$ cat config.mk
export PLATFORM = sky130hd
export DESIGN_NAME = battle_datapath_flat
export DESIGN_NICKNAME = d
export VERILOG_FILES = /design/src/rtl/battle_datapath_if.sv /design/src/rtl/battle_datapath.sv /design/src/flat_wrapper.sv
export SDC_FILE = /design/constraint.sdc
export NUM_CORES = 1
export LEC_CHECK = 0
export ABC_AREA = 1
export BUFFER_PORTS_ARGS = -buffer_cell sky130_fd_sc_hd__buf_2
export CAP_MARGIN = 0
export CELL_PAD_IN_SITES_DETAIL_PLACEMENT = 1
export CELL_PAD_IN_SITES_GLOBAL_PLACEMENT = 1
export CORE_ASPECT_RATIO = 1.4
export CORE_MARGIN = 2
export CORE_UTILIZATION = 40
export CTS_CLUSTER_SIZE = 24
export DETAILED_ROUTE_END_ITERATION = 8
export GPL_TIMING_DRIVEN = 0
export HOLD_SLACK_MARGIN = 0.02
export PLACE_DENSITY_LB_ADDON = 0.1
export SYNTH_ARGS = -nofsm -noshare
export SYNTH_HDL_FRONTEND = slang
export SYNTH_SLANG_ARGS = --single-unit
export TNS_END_PERCENT = 30
$ cat constraint.sdc
create_clock -name clk -period 2.7 [get_ports clk]
set_clock_uncertainty 0.2 [all_clocks]
set_input_delay 0.135 -clock clk [delete_from_list [all_inputs] [get_ports clk]]
set_output_delay 0.135 -clock clk [all_outputs]
set_load 0.01 [all_outputs]
$ cat src/rtl/battle_datapath_if.sv
// Controller <-> battle datapath bundle: move/damage commands in, HP and damage status out.
interface battle_datapath_if;
   logic       ld_move;
   logic [1:0] move_sel;
   logic       calc_damage;
   logic       active_trainer;
   logic       target;
   logic       apply_damage;
   logic [1:0] p_move;
   logic [1:0] ai_move;
   logic [7:0] p_hp;
   logic [7:0] ai_hp;
   logic [7:0] damage;
   logic       dmg_valid;
   logic       hp_is_zero;

   // Controller side drives commands and observes status.
   modport master (
      output ld_move, move_sel, calc_damage, active_trainer, target, apply_damage,
      input  p_move, ai_move, p_hp, ai_hp, damage, dmg_valid, hp_is_zero
   );

   // Datapath side consumes commands and reports status.
   modport slave (
      input  ld_move, move_sel, calc_damage, active_trainer, target, apply_damage,
      output p_move, ai_move, p_hp, ai_hp, damage, dmg_valid, hp_is_zero
   );
endinterface

$ cat src/rtl/battle_datapath.sv
// Battle datapath: HP registers, move latches, LFSR-driven AI move and a 3-cycle
// shift-add damage multiplier whose result is applied to one HP register once per calculation.
module battle_datapath #(
   parameter logic [7:0] HP_INIT = 8'd100,
   parameter logic [2:0] ATK_P   = 3'd5,
   parameter logic [2:0] ATK_AI  = 3'd4
) (
   input logic               clk,
   input logic               reset_n,
   battle_datapath_if.slave  bus
);

   typedef enum logic [1:0] {StIdle, StMul, StDone} state_e;

   state_e     state_q, state_d;
   logic [7:0] lfsr_q, lfsr_d;
   logic [1:0] p_move_q, p_move_d;
   logic [1:0] ai_move_q, ai_move_d;
   logic [7:0] p_hp_q, p_hp_d;
   logic [7:0] ai_hp_q, ai_hp_d;
   logic [7:0] damage_q, damage_d;
   logic       dmg_valid_q, dmg_valid_d;
   logic       attacker_q, attacker_d;
   logic [7:0] acc_q, acc_d;
   logic [1:0] cnt_q, cnt_d;

   logic [1:0] atk_move;
   logic [4:0] power;
   logic [2:0] atk;
   logic [7:0] partial;
   logic [7:0] acc_next;
   logic [7:0] tgt_hp;
   logic [7:0] tgt_hp_new;

   // Operand selection and one multiplier step; moves are read live during MUL.
   always_comb begin
      atk_move   = attacker_q ? ai_move_q : p_move_q;
      power      = 5'd8 + {1'b0, atk_move, 2'b00};
      atk        = attacker_q ? ATK_AI : ATK_P;
      partial    = atk[cnt_q] ? ({3'b000, power} << cnt_q) : 8'd0;
      acc_next   = acc_q + partial;
      tgt_hp     = bus.target ? ai_hp_q : p_hp_q;
      tgt_hp_new = (tgt_hp > damage_q) ? (tgt_hp - damage_q) : 8'd0;
   end

   // Next-state logic for the LFSR, move latches and the damage engine.
   always_comb begin
      state_d     = state_q;
      lfsr_d      = {lfsr_q[6:0], lfsr_q[7] ^ lfsr_q[5] ^ lfsr_q[4] ^ lfsr_q[3]};
      p_move_d    = p_move_q;
      ai_move_d   = ai_move_q;
      p_hp_d      = p_hp_q;
      ai_hp_d     = ai_hp_q;
      damage_d    = damage_q;
      dmg_valid_d = dmg_valid_q;
      attacker_d  = attacker_q;
      acc_d       = acc_q;
      cnt_d       = cnt_q;

      if (bus.ld_move) begin
         p_move_d  = bus.move_sel;
         ai_move_d = lfsr_q[1:0];
      end

      unique case (state_q)
         StIdle: begin
            if (bus.calc_damage) begin
               attacker_d = bus.active_trainer;
               acc_d      = 8'd0;
               cnt_d      = 2'd0;
               state_d    = StMul;
            end
         end
         StMul: begin
            acc_d = acc_next;
            cnt_d = cnt_q + 2'd1;
            if (cnt_q == 2'd2) begin
               damage_d    = acc_next >> 2;
               dmg_valid_d = 1'b1;
               state_d     = StDone;
            end
         end
         StDone: begin
            if (bus.apply_damage) begin
               // Leaving DONE right away is what guarantees a single application.
               if (bus.target) ai_hp_d = tgt_hp_new;
               else            p_hp_d  = tgt_hp_new;
               dmg_valid_d = 1'b0;
               state_d     = StIdle;
            end else if (bus.calc_damage && (bus.active_trainer != attacker_q)) begin
               attacker_d  = bus.active_trainer;
               acc_d       = 8'd0;
               cnt_d       = 2'd0;
               dmg_valid_d = 1'b0;
               state_d     = StMul;
            end
         end
         default: state_d = StIdle;
      endcase
   end

   // State registers with synchronous active-low reset.
   always_ff @(posedge clk) begin
      if (!reset_n) begin
         state_q     <= StIdle;
         lfsr_q      <= 8'hA5;
         p_move_q    <= 2'd0;
         ai_move_q   <= 2'd0;
         p_hp_q      <= HP_INIT;
         ai_hp_q     <= HP_INIT;
         damage_q    <= 8'd0;
         dmg_valid_q <= 1'b0;
         attacker_q  <= 1'b0;
         acc_q       <= 8'd0;
         cnt_q       <= 2'd0;
      end else begin
         state_q     <= state_d;
         lfsr_q      <= lfsr_d;
         p_move_q    <= p_move_d;
         ai_move_q   <= ai_move_d;
         p_hp_q      <= p_hp_d;
         ai_hp_q     <= ai_hp_d;
         damage_q    <= damage_d;
         dmg_valid_q <= dmg_valid_d;
         attacker_q  <= attacker_d;
         acc_q       <= acc_d;
         cnt_q       <= cnt_d;
      end
   end

   assign bus.p_move     = p_move_q;
   assign bus.ai_move    = ai_move_q;
   assign bus.p_hp       = p_hp_q;
   assign bus.ai_hp      = ai_hp_q;
   assign bus.damage     = damage_q;
   assign bus.dmg_valid  = dmg_valid_q;
   assign bus.hp_is_zero = bus.target ? (ai_hp_q == 8'd0) : (p_hp_q == 8'd0);

endmodule

$ cat src/flat_wrapper.sv
// flat-port wrapper written by rule: the top's interface ports become plain ports
module battle_datapath_flat 
#(
   parameter logic [7:0] HP_INIT = 8'd100,
   parameter logic [2:0] ATK_P   = 3'd5,
   parameter logic [2:0] ATK_AI  = 3'd4
)
  (clk, reset_n, bus_ld_move, bus_move_sel, bus_calc_damage, bus_active_trainer, bus_target, bus_apply_damage, bus_p_move, bus_ai_move, bus_p_hp, bus_ai_hp, bus_damage, bus_dmg_valid, bus_hp_is_zero);
  battle_datapath_if bus_i ();
  input logic clk;
  input logic reset_n;
  input wire logic [$bits(bus_i.ld_move)-1:0] bus_ld_move;
  input wire logic [$bits(bus_i.move_sel)-1:0] bus_move_sel;
  input wire logic [$bits(bus_i.calc_damage)-1:0] bus_calc_damage;
  input wire logic [$bits(bus_i.active_trainer)-1:0] bus_active_trainer;
  input wire logic [$bits(bus_i.target)-1:0] bus_target;
  input wire logic [$bits(bus_i.apply_damage)-1:0] bus_apply_damage;
  output wire logic [$bits(bus_i.p_move)-1:0] bus_p_move;
  output wire logic [$bits(bus_i.ai_move)-1:0] bus_ai_move;
  output wire logic [$bits(bus_i.p_hp)-1:0] bus_p_hp;
  output wire logic [$bits(bus_i.ai_hp)-1:0] bus_ai_hp;
  output wire logic [$bits(bus_i.damage)-1:0] bus_damage;
  output wire logic [$bits(bus_i.dmg_valid)-1:0] bus_dmg_valid;
  output wire logic [$bits(bus_i.hp_is_zero)-1:0] bus_hp_is_zero;
  assign bus_i.ld_move = bus_ld_move;
  assign bus_i.move_sel = bus_move_sel;
  assign bus_i.calc_damage = bus_calc_damage;
  assign bus_i.active_trainer = bus_active_trainer;
  assign bus_i.target = bus_target;
  assign bus_i.apply_damage = bus_apply_damage;
  assign bus_p_move = bus_i.p_move;
  assign bus_ai_move = bus_i.ai_move;
  assign bus_p_hp = bus_i.p_hp;
  assign bus_ai_hp = bus_i.ai_hp;
  assign bus_damage = bus_i.damage;
  assign bus_dmg_valid = bus_i.dmg_valid;
  assign bus_hp_is_zero = bus_i.hp_is_zero;
  battle_datapath #(.HP_INIT(HP_INIT), .ATK_P(ATK_P), .ATK_AI(ATK_AI)) u_core (.clk(clk), .reset_n(reset_n), .bus(bus_i));
endmodule
==> reports/qor_table.md <==
| Item | Value | Unit |
|---|---|---|
| Worst Min Path Start | bus_target | - |
| CP Class | reg2reg | - |
| Overall routing resource usage | 22.1 | % |
| Placed instance count | 453 | - |
| Status | completed | - |
| Initial antenna violation count | 0 | - |
| Worst hold path type | in2reg | - |
| Number of buffers inserted by port buffering | 36 | - |
| Gate count after technology mapping | 346 | - |
| Post-Route Setup TNS | 0 | ns |
| Effective utilization at floorplan | 42.0 | % |
| Critical register-to-register path startpoint | u_core.attacker_q | - |
| Clock root cell | clkbuf_8 | - |
| Peak supply drop | 0.303 | mV |
| Distinct cells, synth | 30 | - |
| Relative area change from synthesis to final layout | 20.2 | % |
| Hold Fails Final Rpt | 0 | - |
| Count of antenna diodes in the layout | 0 | - |
| Maximum Capacitance Violations | 0 | - |
| Async S/R FF share, synth | 0 | % |
| Depth of the CTS H-tree | 2 | - |
| Power Density | 487 | nW/um^2 |
| CP Max Fanout | 6 | - |
| Horizontal extent of the die | 70.5 | um |
| Register-to-register setup slack | 0.17 | ns |
| TritonCTS clock tree | done | - |
| Via total after detailed routing | 2452 | - |
| Num Clock Sinks | 46 | - |
| Mapped Avg Cell Area | 7.16 | um^2 |
| Final setup violation count | 0 | - |
| Post-synthesis cell area | 2480 | um^2 |
| Die Area | 6850 | um^2 |
| Shortest clock period the worst path allows after layout | 2.53 | ns |
| Arrival time of data at the critical path endpoint | 2.57 | ns |
| Largest net degree at the start of global routing | 17 | - |
| Clock buffer count from CTS | 5 | - |
| Crit share post-route | 93.9 | % |
| Cell Area, Placed | 2750 | um^2 |
| Number of enable-type register cells in the synthesized netlist | 0 | - |
| Last weighted congestion value of the routability-driven placer | 0.845 | - |
| Leakage Power | 1.41 | nW |
| Post-route ant nets | 0 | - |
| #FFs+latches synth | 46 | - |
| Core Region | 5900 | um^2 |
| Number of stages on the worst hold path | 4 | - |
| Synthesis warning total | 0 | - |
| Startpoint types | flop | - |
| Average wire per standard cell | 15.2 | um |
| Chip height | 97.1 | um |
| Number of rows created at floorplan | 33 | - |
| Fraction of final layout cells sized beyond drive strength 1 | 20.6 | % |
| Worst Max-Slew Pin Slew | 0.503 | ns |
| Net count of the finished layout | 427 | - |
| Final cell count without fillers | 473 | - |
| DRT Wirelength | 7210 | um |
| Fmax | 395 | MHz |
| Max-slew violations | 0 | - |
| Clock-pin slew reported for the worst setup and hold paths after clock tree synthesis | 0.10 | ns |
| Longest Clk Path Bufs | 2 | - |
| Category of the worst setup path capture point | flop | - |
| Count of TritonRoute iterations in the first routing pass | 4 | - |
| Sequential-to-total area share from yosys stat | 37.2 | % |
| Post-layout instance area | 2980 | um^2 |
| Launching element of the worst setup path | u_core.attacker_q | - |
| Data required time at the worst endpoint | 2.73 | ns |
| Via count of the first global-routing pass | 2501 | - |
| Global-route wire length before repair | 11900 | um |
| Most frequently used flop master after synthesis | dfxtp_1 | - |
| Remaining routing DRC violations | 0 | - |
| R2r endpoint | u_core.acc_q[7] | - |
| Remaining global-route overflow | 0 | - |
| Hold-critical path endpoint | u_core.bus.p_hp[2] | - |
| Insertion delay of the later-clocked pin in the worst-skew pair | 0.31 | ns |
| Worst R2R Path Depth | 14 | - |
| I/O Pins | 39 | - |
| Violation count after the first detailed-route iteration | 80 | - |
| RSZ-0062 raised after global routing | no | - |
| Max-slew headroom at the worst pin | 66.5 | % |
| Placed wire-length estimate after detailed placement | 5580 | um |
| Per-cell via count in the routed design | 5.18 | - |
report_power, final:
group / switching (mW) / total [mW] / internal [mW]
clock network: 0.267 / 0.453 / 0.186
registers: 0.0198 / 0.727 / 0.707
logic: 0.164 / 0.271 / 0.107
cell type report:
class,count,area (um^2)
Buffer,9,48.8
Clock buffer,5,68.8
Clock inverter,3,23.8
Fill cell,782,2930
Inverter,52,195
Multi-Input combinational cell,240,1340
Sequential cell,46,925
Tap cell,70,87.6
Timing Repair Buffer,48,293
sequential cells by signal, summed over array words and instances, names as in the netlist:
name                  count
u_core.bus.p_hp           8
u_core.attacker_q         1
u_core.cnt_q              2
u_core.bus.ai_hp          8
u_core.bus.ai_move        2
u_core.bus.damage         6
u_core.bus.dmg_valid      1
u_core.lfsr_q             8
u_core.state_q            2
u_core.bus.p_move         2
u_core.acc_q              6
Yosys cell counts (all sizes together), types with 4 or more instances:
cell / count / area share (%)
nand2: 71 / 11
inv: 52 / 7.9
dfxtp: 46 / 37
a21oi: 40 / 8.1
o21ai: 36 / 7.3
nor2: 24 / 4.7
nand3: 21 / 4.2
ha: 14 / 7.1
or2: 10 / 2.5
clkbuf: 5 / 0.76
nand4: 5 / 1.3
buf: 4 / 1.2
metrics by stage:
| stage | setup slack (ns) | power [mW] | util [%] | hold WS (ns) |
|---|---|---|---|---|
| final | 0.166 | 1.45 | 50.4 | 0.0985 |
| after global routing | 0.0107 | 1.53 | 50.4 | 0.138 |
| after CTS | 0.0120 | 1.45 | 49.8 | 0.0923 |
| after detailed placement | -0.0784 | 0.983 | 46.6 | 0.172 |
| after global placement | -0.0610 | 0.975 | 46.6 | 0.160 |
| after floorplan | 0.270 | 0.911 | - | 0.0699 |
cells in the final DEF, fill, tap and decap left out, types with 2 or more instances in the layout:
cell | Yosys | routed
nand2_1 | 68 | 68
dfxtp_1 | 46 | 45
inv_1 | 45 | 44
a21oi_1 | 40 | 39
buf_2 | 0 | 36
o21ai_0 | 29 | 27
nand3_1 | 21 | 21
nor2_1 | 19 | 18
ha_1 | 14 | 13
dlygate4sd3_1 | 0 | 9
inv_2 | 7 | 8
or2_2 | 8 | 8
o21ai_1 | 7 | 7
buf_4 | 4 | 7
clkbuf_1 | 5 | 5
nand4_1 | 5 | 5
clkbuf_8 | 0 | 5
nor2_2 | 2 | 3
nand2_2 | 3 | 3
nor2_4 | 3 | 3
xnor2_1 | 3 | 3
xor2_1 | 3 | 3
or2_1 | 2 | 2
o21ai_2 | 0 | 2
nor4_1 | 2 | 2
conb_1 | 1 | 2
clkinvlp_4 | 0 | 2
how the worst max path moves through the flow:
stage,endpoint,slack (ns),depth (start not counted)
floorplan,u_core.acc_q[6],0.27,12
global placement,u_core.acc_q[6],-0.06,12
detailed placement,u_core.acc_q[6],-0.08,12
CTS,u_core.acc_q[7],0.01,14
global route,u_core.acc_q[6],0.01,13
finish,u_core.acc_q[7],0.17,14
per-layer routing:
metal  up-vias  share of wire [%]  global-route usage [%]
li1       1239                  -                       -
met1      1151                 41                    25.1
met2        43                 53                    39.5
met3        19                2.4                    2.49
met4         0                3.9                    11.7
met5         -                  0                       0
cell families after synthesis:
kind of cell / count (synthesis) / synth area share, %
other cells: 1 / 0.151
flops: 46 / 37.2
simple gates: 134 / 24.6
fa+ha+maj: 16 / 8.69
buf+inv: 61 / 9.85
xor+xnor: 6 / 2.12
compound gates: 82 / 17.4
what timing repair did:
action                                 in CTS  in global routing
hold buffers                                9                  0
gates cloned                                0                  0
pin swaps                                   1                  5
endpoints found under the hold margin      10                  0
setup endpoints to repair                   5                  7
gates resized for setup                     3                  8
buffers inserted                            1                  2
worst max-delay path: stages (launching register included):
cell     delay, ns
dfxtp_4       0.36
inv_2         0.06
or2_2         0.28
o21ai_2       0.09
ha_1          0.26
inv_1         0.07
o22ai_1       0.10
ha_1          0.37
a21oi_1       0.16
nand2_1       0.10
nand2_1       0.09
nand2_1       0.06
nand2_1       0.08
nand3_1       0.08
a21oi_1       0.12
Note: power is estimated with default switching activity, not from simulation.
